**src/rtl/xge_tx_pkt_arbiter.sv**
```systemverilog
// xge_tx_pkt_arbiter
// Round-robin arbiter sharing the xge_mac packet TX interface between NUM_REQ
// packet sources. Grants change only on packet boundaries: a granted source
// keeps the MAC until its eop beat is accepted, then loses priority.
// One IDLE cycle is spent arbitrating between packets. Accepted beats reach
// the MAC one cycle later through the output register.
//
// Optional feature: define XGE_TX_ARB_STATS_EN to add pkt_cnt, a set of
// per-source 32-bit wrapping counters of packets whose eop beat was accepted.
module xge_tx_pkt_arbiter #(
    parameter int unsigned NUM_REQ = 2,
    parameter int unsigned DATA_W  = 64
) (
    input  logic                      clk_156m25,
    input  logic                      reset_156m25_n,
    input  logic [NUM_REQ-1:0]        req_val,
    input  logic [NUM_REQ-1:0]        req_sop,
    input  logic [NUM_REQ-1:0]        req_eop,
    input  logic [NUM_REQ*3-1:0]      req_mod,
    input  logic [NUM_REQ*DATA_W-1:0] req_data,
    output logic [NUM_REQ-1:0]        req_ready,
    input  logic                      pkt_tx_full,
    output logic                      pkt_tx_val,
    output logic                      pkt_tx_sop,
    output logic                      pkt_tx_eop,
    output logic [2:0]                pkt_tx_mod,
    output logic [DATA_W-1:0]         pkt_tx_data,
    output logic [1:0]                grant_id,
    output logic                      busy
`ifdef XGE_TX_ARB_STATS_EN
    ,
    output logic [NUM_REQ*32-1:0]     pkt_cnt
`endif
);

    localparam int unsigned MOD_W = 3;
    localparam int unsigned GID_W = 2;
`ifdef XGE_TX_ARB_STATS_EN
    localparam int unsigned CNT_W = 32;
`endif

    typedef enum logic {
        IDLE = 1'b0,
        XFER = 1'b1
    } state_t;

    typedef struct packed {
        logic              sop;
        logic              eop;
        logic [MOD_W-1:0]  mod;
        logic [DATA_W-1:0] data;
    } beat_t;

    state_t             state_q, state_d;
    logic [GID_W-1:0]   rr_ptr_q, rr_ptr_d;
    logic [GID_W-1:0]   grant_q, grant_d;
    logic               out_val_q, out_val_d;
    beat_t              out_beat_q, out_beat_d;

    logic [NUM_REQ-1:0] req_c;
    logic               win_found_c;
    logic [GID_W-1:0]   win_idx_c;
    beat_t              sel_beat_c;
    logic               sel_val_c;
    logic               accept_c;

    // A source requests when it presents a start-of-packet beat
    assign req_c = req_val & req_sop;

    // Rotating priority: lowest index at or above rr_ptr wins, else lowest below it
    always_comb begin
        win_found_c = 1'b0;
        win_idx_c   = '0;
        for (int i = NUM_REQ - 1; i >= 0; i--) begin
            if (req_c[i] && (GID_W'(i) < rr_ptr_q)) begin
                win_found_c = 1'b1;
                win_idx_c   = GID_W'(i);
            end
        end
        for (int i = NUM_REQ - 1; i >= 0; i--) begin
            if (req_c[i] && (GID_W'(i) >= rr_ptr_q)) begin
                win_found_c = 1'b1;
                win_idx_c   = GID_W'(i);
            end
        end
    end

    // Select the granted source's beat
    always_comb begin
        sel_beat_c = '0;
        sel_val_c  = 1'b0;
        for (int i = 0; i < NUM_REQ; i++) begin
            if (grant_q == GID_W'(i)) begin
                sel_val_c       = req_val[i];
                sel_beat_c.sop  = req_sop[i];
                sel_beat_c.eop  = req_eop[i];
                sel_beat_c.mod  = req_mod[MOD_W*i +: MOD_W];
                sel_beat_c.data = req_data[DATA_W*i +: DATA_W];
            end
        end
    end

    // Next-state, handshake and output-register load decisions
    always_comb begin
        state_d    = state_q;
        rr_ptr_d   = rr_ptr_q;
        grant_d    = grant_q;
        out_val_d  = 1'b0;
        out_beat_d = out_beat_q;
        req_ready  = '0;
        accept_c   = 1'b0;

        case (state_q)
            IDLE: begin
                if (win_found_c) begin
                    grant_d = win_idx_c;
                    state_d = XFER;
                end
            end
            XFER: begin
                for (int i = 0; i < NUM_REQ; i++) begin
                    if (grant_q == GID_W'(i)) begin
                        req_ready[i] = ~pkt_tx_full;
                    end
                end
                accept_c = sel_val_c & ~pkt_tx_full;
                if (accept_c) begin
                    out_val_d  = 1'b1;
                    out_beat_d = sel_beat_c;
                    if (sel_beat_c.eop) begin
                        state_d  = IDLE;
                        rr_ptr_d = (grant_q == GID_W'(NUM_REQ - 1)) ? '0
                                                                   : grant_q + GID_W'(1);
                    end
                end
            end
        endcase
    end

    // State, pointer and MAC output registers; reset aborts any packet in flight
    always_ff @(posedge clk_156m25 or negedge reset_156m25_n) begin
        if (!reset_156m25_n) begin
            state_q    <= IDLE;
            rr_ptr_q   <= '0;
            grant_q    <= '0;
            out_val_q  <= 1'b0;
            out_beat_q <= '0;
        end else begin
            state_q    <= state_d;
            rr_ptr_q   <= rr_ptr_d;
            grant_q    <= grant_d;
            out_val_q  <= out_val_d;
            out_beat_q <= out_beat_d;
        end
    end

    assign pkt_tx_val  = out_val_q;
    assign pkt_tx_sop  = out_beat_q.sop;
    assign pkt_tx_eop  = out_beat_q.eop;
    assign pkt_tx_mod  = out_beat_q.mod;
    assign pkt_tx_data = out_beat_q.data;
    assign grant_id    = grant_q;
    assign busy        = (state_q == XFER);

`ifdef XGE_TX_ARB_STATS_EN
    logic [NUM_REQ-1:0][CNT_W-1:0] cnt_q, cnt_d;

    // Count packets per source when their eop beat is accepted
    always_comb begin
        cnt_d = cnt_q;
        if (accept_c && sel_beat_c.eop) begin
            for (int i = 0; i < NUM_REQ; i++) begin
                if (grant_q == GID_W'(i)) begin
                    cnt_d[i] = cnt_q[i] + CNT_W'(1);
                end
            end
        end
    end

    // Packet counter registers
    always_ff @(posedge clk_156m25 or negedge reset_156m25_n) begin
        if (!reset_156m25_n) begin
            cnt_q <= '0;
        end else begin
            cnt_q <= cnt_d;
        end
    end

    assign pkt_cnt = cnt_q;
`endif

endmodule

```
**config.mk**
```make
export PLATFORM = sky130hd
export DESIGN_NAME = xge_tx_pkt_arbiter
export DESIGN_NICKNAME = d
export VERILOG_FILES = /design/src/rtl/xge_tx_pkt_arbiter.sv
export SDC_FILE = /design/constraint.sdc
export NUM_CORES = 1
export LEC_CHECK = 0
export ABC_AREA = 1
export CAP_MARGIN = 0
export CORE_MARGIN = 3
export CORE_UTILIZATION = 38
export CTS_CLUSTER_DIAMETER = 50
export DETAILED_ROUTE_END_ITERATION = 10
export HOLD_SLACK_MARGIN = 0.06
export MAX_ROUTING_LAYER = met4
export PLACE_DENSITY = 0.85
export RECOVER_POWER = 50
export SLEW_MARGIN = 0
export SYNTH_ARGS = -nofsm -noshare
export SYNTH_HDL_FRONTEND = slang
export SYNTH_SLANG_ARGS = --single-unit
```
**constraint.sdc**
```tcl
create_clock -name clk_156m25 -period 1.5 [get_ports clk_156m25]
set_input_delay 0.15 -clock clk_156m25 [delete_from_list [all_inputs] [get_ports clk_156m25]]
set_output_delay 0.15 -clock clk_156m25 [all_outputs]
set_load 0.05 [all_outputs]
```
# Word-level counts from Yosys, hierarchy flattened
# Cells that the tools add are included.
classes:
  bitwise_logic: 4
  eq_ne: 1
  n_div: 0
  magnitude_cmp: 4
  shifts: 0
  n_mux: 22
  n_mul: 0
  n_addsub: 1
  n_reduce_logical: 8
op_table:
  columns: ["operator", "count"]
  rows:
  - ["$mux W69", 2]
  - ["$mux W1", 15]
  - ["$mux W2", 4]
  - ["$ge A1 B2 Y1 const A", 2]
  - ["$logic_and A1 B1 Y1", 4]
  - ["$lt A1 B2 Y1 const A", 2]
  - ["$reduce_and A2 Y1", 2]
  - ["$reduce_and A3 Y1", 1]
  - ["$add A2 B1 Y2 const B", 1]
  - ["$and A2 B2 Y2", 1]
  - ["$eq A2 B1 Y1 const B", 1]
  - ["$logic_not A2 Y1", 1]
  - ["$not A1 Y1", 2]
  - ["$pmux W1 S2", 1]
  - ["$and A1 B1 Y1", 1]
totals:
  n_memories: 0
  rom_bits: 0
  inputBits: 143
  mem_bits_rw: 0
  register_bits: 75
  latch_bits: 0
  out_inout_bits: 75

# Longest topological paths before layout
depth:
  depth_word: 8
  depth_mapped: 7
  mapped_depth_nobuf: 6

# Worst setup path before layout
# OpenSTA, ideal clock, no wires.
synth_path:
  path_kind: "register to output"
  from: "register grant_q[0] (netlist: grant_id[0])"
  to: "output port req_ready[0]"
  required_time_ns: 1.350
  arrival_ns: 2.137
  path_slack_ns: -0.787
  stages_incl_launch_ff: 4
  path_cell_list: "dfrtp_1 buf_2 clkbuf_1 nor3_1"
synth_between:
  elab_chain_cells: 3
synth_lines:
  columns: ["item", "line_no", "source"]
  rows:
  - ["start, declared", "56", "logic [GID_W-1:0] grant_q, grant_d;"]
  - ["start signal, assigned", "151", "grant_q <= grant_d;"]
  - ["$logic_not A2 Y1", "122", "if (grant_q == GID_W'(i)) begin"]
  - ["$mux W1", "122", null]
  - ["$mux W2", "113", "case (state_q)"]
  - ["end, declared", "21", "output logic [NUM_REQ-1:0] req_ready,"]
# Every way passes these cells.

# Worst setup path in the final report
# Same ends and word-level chain as after synthesis.

==> metrics.md <==
| Metric | Value |
|---|---|
| Outcome | finished clean |
| Psw | 7020 uW |
| Sw frac | 0.528 |
| Synth Cell Area | approximately 3800 um2 |
| Non-filler instance count after layout | 900 |
| Max-cap violation count | 0 |
| Crit path max-delay cell type | dfrtp_2 |
| Syn nets | between 600 and 700 |
| Initial DRC Count | between 200 and 250 |
| Crit-path cells | buf_4 -> nor3_4 -> buf_12 |
| Power after layout | ~13000 uW |
| FF-to-FF setup slack | 110 ps |
| Met1 wire length | between 4000 and 5000 um |
| CTS Root Cell | clkbuf_8 |
| Syn-to-layout area delta | 65.5% |
| Placer Congestion | between 0.8 and 0.9 |
| Reg2reg end | pkt_tx_data[21]$_DFFE_PN0P_ |
| PD cells | around 2100 nW/um2 |
| Largest net degree at the start of global routing | 46 |
| Die Ht | roughly 110 um |
| Finish-stage setup viols | 0 |
| Top routing layer in use | met4 |
| IO buf count | approximately 220 |
| Initial antenna violation count | 0 |
| Cell taking the most area after synthesis | dfrtp_1 |
| Syn. warnings | 0 |
| Die area | 11100 um2 |
| Clk_lat worst skew | between 300 and 400 ps |
| Worst flop-to-flop path startpoint | busy$_DFF_PN0_ |
| Initial core utilization | 0.400 |
| Top post-synthesis cells by area | dfrtp_1 (49%), nand2_1 (35%), nand3_1 (9.3%) |
| # DRC | 0 |
| Critical Path Max Stage Delay | 440 ps |
| Avg WL per Cell | about 14 um |
| Clk_skew | roughly 9.0 ps |
| Wire length on met3 | slightly below 900 um |
| Delay-heaviest family, CP | flip-flops |
| Inserted Clock Buffers | 9 |
| CP endpoint kind | primary output |
| I/O pin count | approximately 220 |
| Seq pwr share | 0.256 |
| Pre-Repair DR Iteration Count | 4 |
| Cells after synthesis | 548 |
| Min Hold Slack | roughly 390 ps |
| FF-to-FF path depth | 6 |
| Critical Path RT | between 1000 and 1500 ps |
| Setup TNS | 0 ps |
| Seq/Total Area, Yosys | 0.485 |
| P_leak | between 0.003 and 0.004 uW |
| CORE AREA | about 9400 um2 |
| Max IR drop VDD | between 1000 and 1500 uV |
| RSZ-0062 raised after global routing | true |
| Worst Tran Pin Value | 643 ps |
| Reg clk slew, reported paths | approximately 80 ps |
| Fin crit share | 0.978 |
| Max Fclk | around 680 MHz |
| Post-DP HPWL | approximately 9500 um |
| Placed Area | approximately 6000 um2 |
| Worst slew margin | 0.572 |
| Post-route ant nets | 0 |
| Worst endpoint data arrival time | ~1300 ps |
| Routed Wire Length | between 10000 and 15000 um |
| Hold WC Path Type | in2async |
| Placed Cells | around 900 |
| Crit-path max FO | 7 |
| Gr ovfl total | 0 |
| Post-route cell area | 6230 um2 |
| Nature of the critical path startpoint | flop |
| Vias | approximately 4300 |
| Pint | 6270 uW |
| Vias in the first global route | 4166 |
| Final slew viol count | 0 |
| Clock network fraction of design power | 0.113 |
| CTS sink cnt | between 70 and 80 |
| Crit Path Class | reg2out |
| FF+latch count, synth | 73 |
| Synth cell types | 18 |
| Die Wd | approximately 110 um |
| # rows | 35 |
| Layout cells sized above 1 | 0.153 |
| Nets | 909 |
| Gate power share | 0.631 |
| Final Hold Fails | 0 |
| Antenna cells | 0 |
| First-pass GRT wire length | 19400 um |
| Vias per cell | between 4 and 5 |
| All-Layer GR Usage | 0.220 |
| Max Buffers Root-to-Sink | 2 |
| Max H-tree Level | 3 |
| WL met2 | ~6500 um |
| Bufs and invs on worst path | 2 |
| Tmin final | 1470 ps |
| Syn_area_per_cell | about 6.9 um2 |
| Synth top area share | 0.485 |
| CTS tree | yes |
worst max-delay path by stage:
stage,slack (ps),depth (start not counted),start,to
3_5_place_dp,-20,7,pkt_tx_full,pkt_tx_data[33]$_DFFE_PN0P_
2_1_floorplan,10,3,grant_id[0]$_DFFE_PN0P_,req_ready[0]
5_1_grt,-40,4,grant_id[0]$_DFFE_PN0P_,req_ready[1]
6_report,30,3,grant_id[0]$_DFFE_PN0P_,req_ready[0]
4_1_cts,-10,4,grant_id[0]$_DFFE_PN0P_,req_ready[1]
3_3_place_gp,20,7,pkt_tx_full,pkt_tx_mod[0]$_DFFE_PN0P_
logic make-up (layout without fill, tap and decap cells):
family / after synthesis / count (layout) / share of synthesized area
other: 1 / 1 / 0.000996
AND/OR/NAND/NOR: 430 / 430 / 0.460
flip-flops: 73 / 73 / 0.485
buffers and inverters: 40 / 263 / 0.0472
AO/OA/AOI/OAI: 4 / 4 / 0.00598
state kept, by name, summed over array words and instances (netlist names):
| signal | count |
|---|---|
| busy | 1 |
| grant_id | 1 |
| pkt_tx_data | 64 |
| pkt_tx_eop | 1 |
| pkt_tx_mod | 3 |
| pkt_tx_sop | 1 |
| pkt_tx_val | 1 |
| rr_ptr_q | 1 |
routing by layer:
metal  up-vias  global-route usage
li1       2130                   -
met1      1930               0.249
met2       191               0.378
met3        26              0.0484
met4         0              0.0934
met5         -                   -
Yosys cell counts:
master	number
nor3_1	2
buf_1	1
dfrtp_1	73
nand4_4	1
nand4_2	1
nand3_1	70
buf_2	10
inv_2	1
nor2_1	2
a21oi_1	3
o31ai_1	1
nand2_2	1
nand2_1	353
clkbuf_1	23
conb_1	1
inv_1	2
buf_4	2
buf_6	1
power groups by stage:
stage               sequential [uW]  clock [uW]  combinational (uW)
floorplan                      6430           0                2460
global placement               3410           0                8240
detailed placement             3450           0                8400
CTS                            3430        1530                8470
global route                   3510        1630                9000
finish                         3410        1500                8380
stage by stage:
step                      utilization  setup WS [ps]
final                           0.662           33.5
after floorplan                     -           11.9
after detailed placement        0.640          -18.5
after CTS                       0.664          -14.8
after global placement          0.640           23.0
after global routing            0.662          -35.5
what timing repair did:
action	in CTS	in global routing
cloned	0	1
pin swaps	1	1
resized for setup	5	4
setup buffers	0	8
hold buffers	1	0
hold endpoints to repair	62	0
setup endpoints to repair	2	3
cells in the final DEF, fill, tap and decap left out, types with 2 or more instances in the layout:
master / n
buf_4: 51
clkinv_2: 4
nand2_1: 353
a21oi_1: 3
buf_12: 11
inv_1: 2
clkdlybuf4s50_1: 141
nor3_4: 2
nand3_1: 70
nand4_4: 2
clkbuf_2: 31
clkbuf_1: 7
dfrtp_1: 72
clkbuf_8: 10
nor2_1: 2
final cells by class:
cell class	instances	area (um2)
Clock buffer	10	138
Clock inverter	6	57.6
Fill cell	835	3190
Inverter	3	16.3
Multi-Input combinational cell	435	1790
Sequential cell	73	1830
Tap cell	129	161
Timing Repair Buffer	244	2240
(Power assumes the default switching activity.)
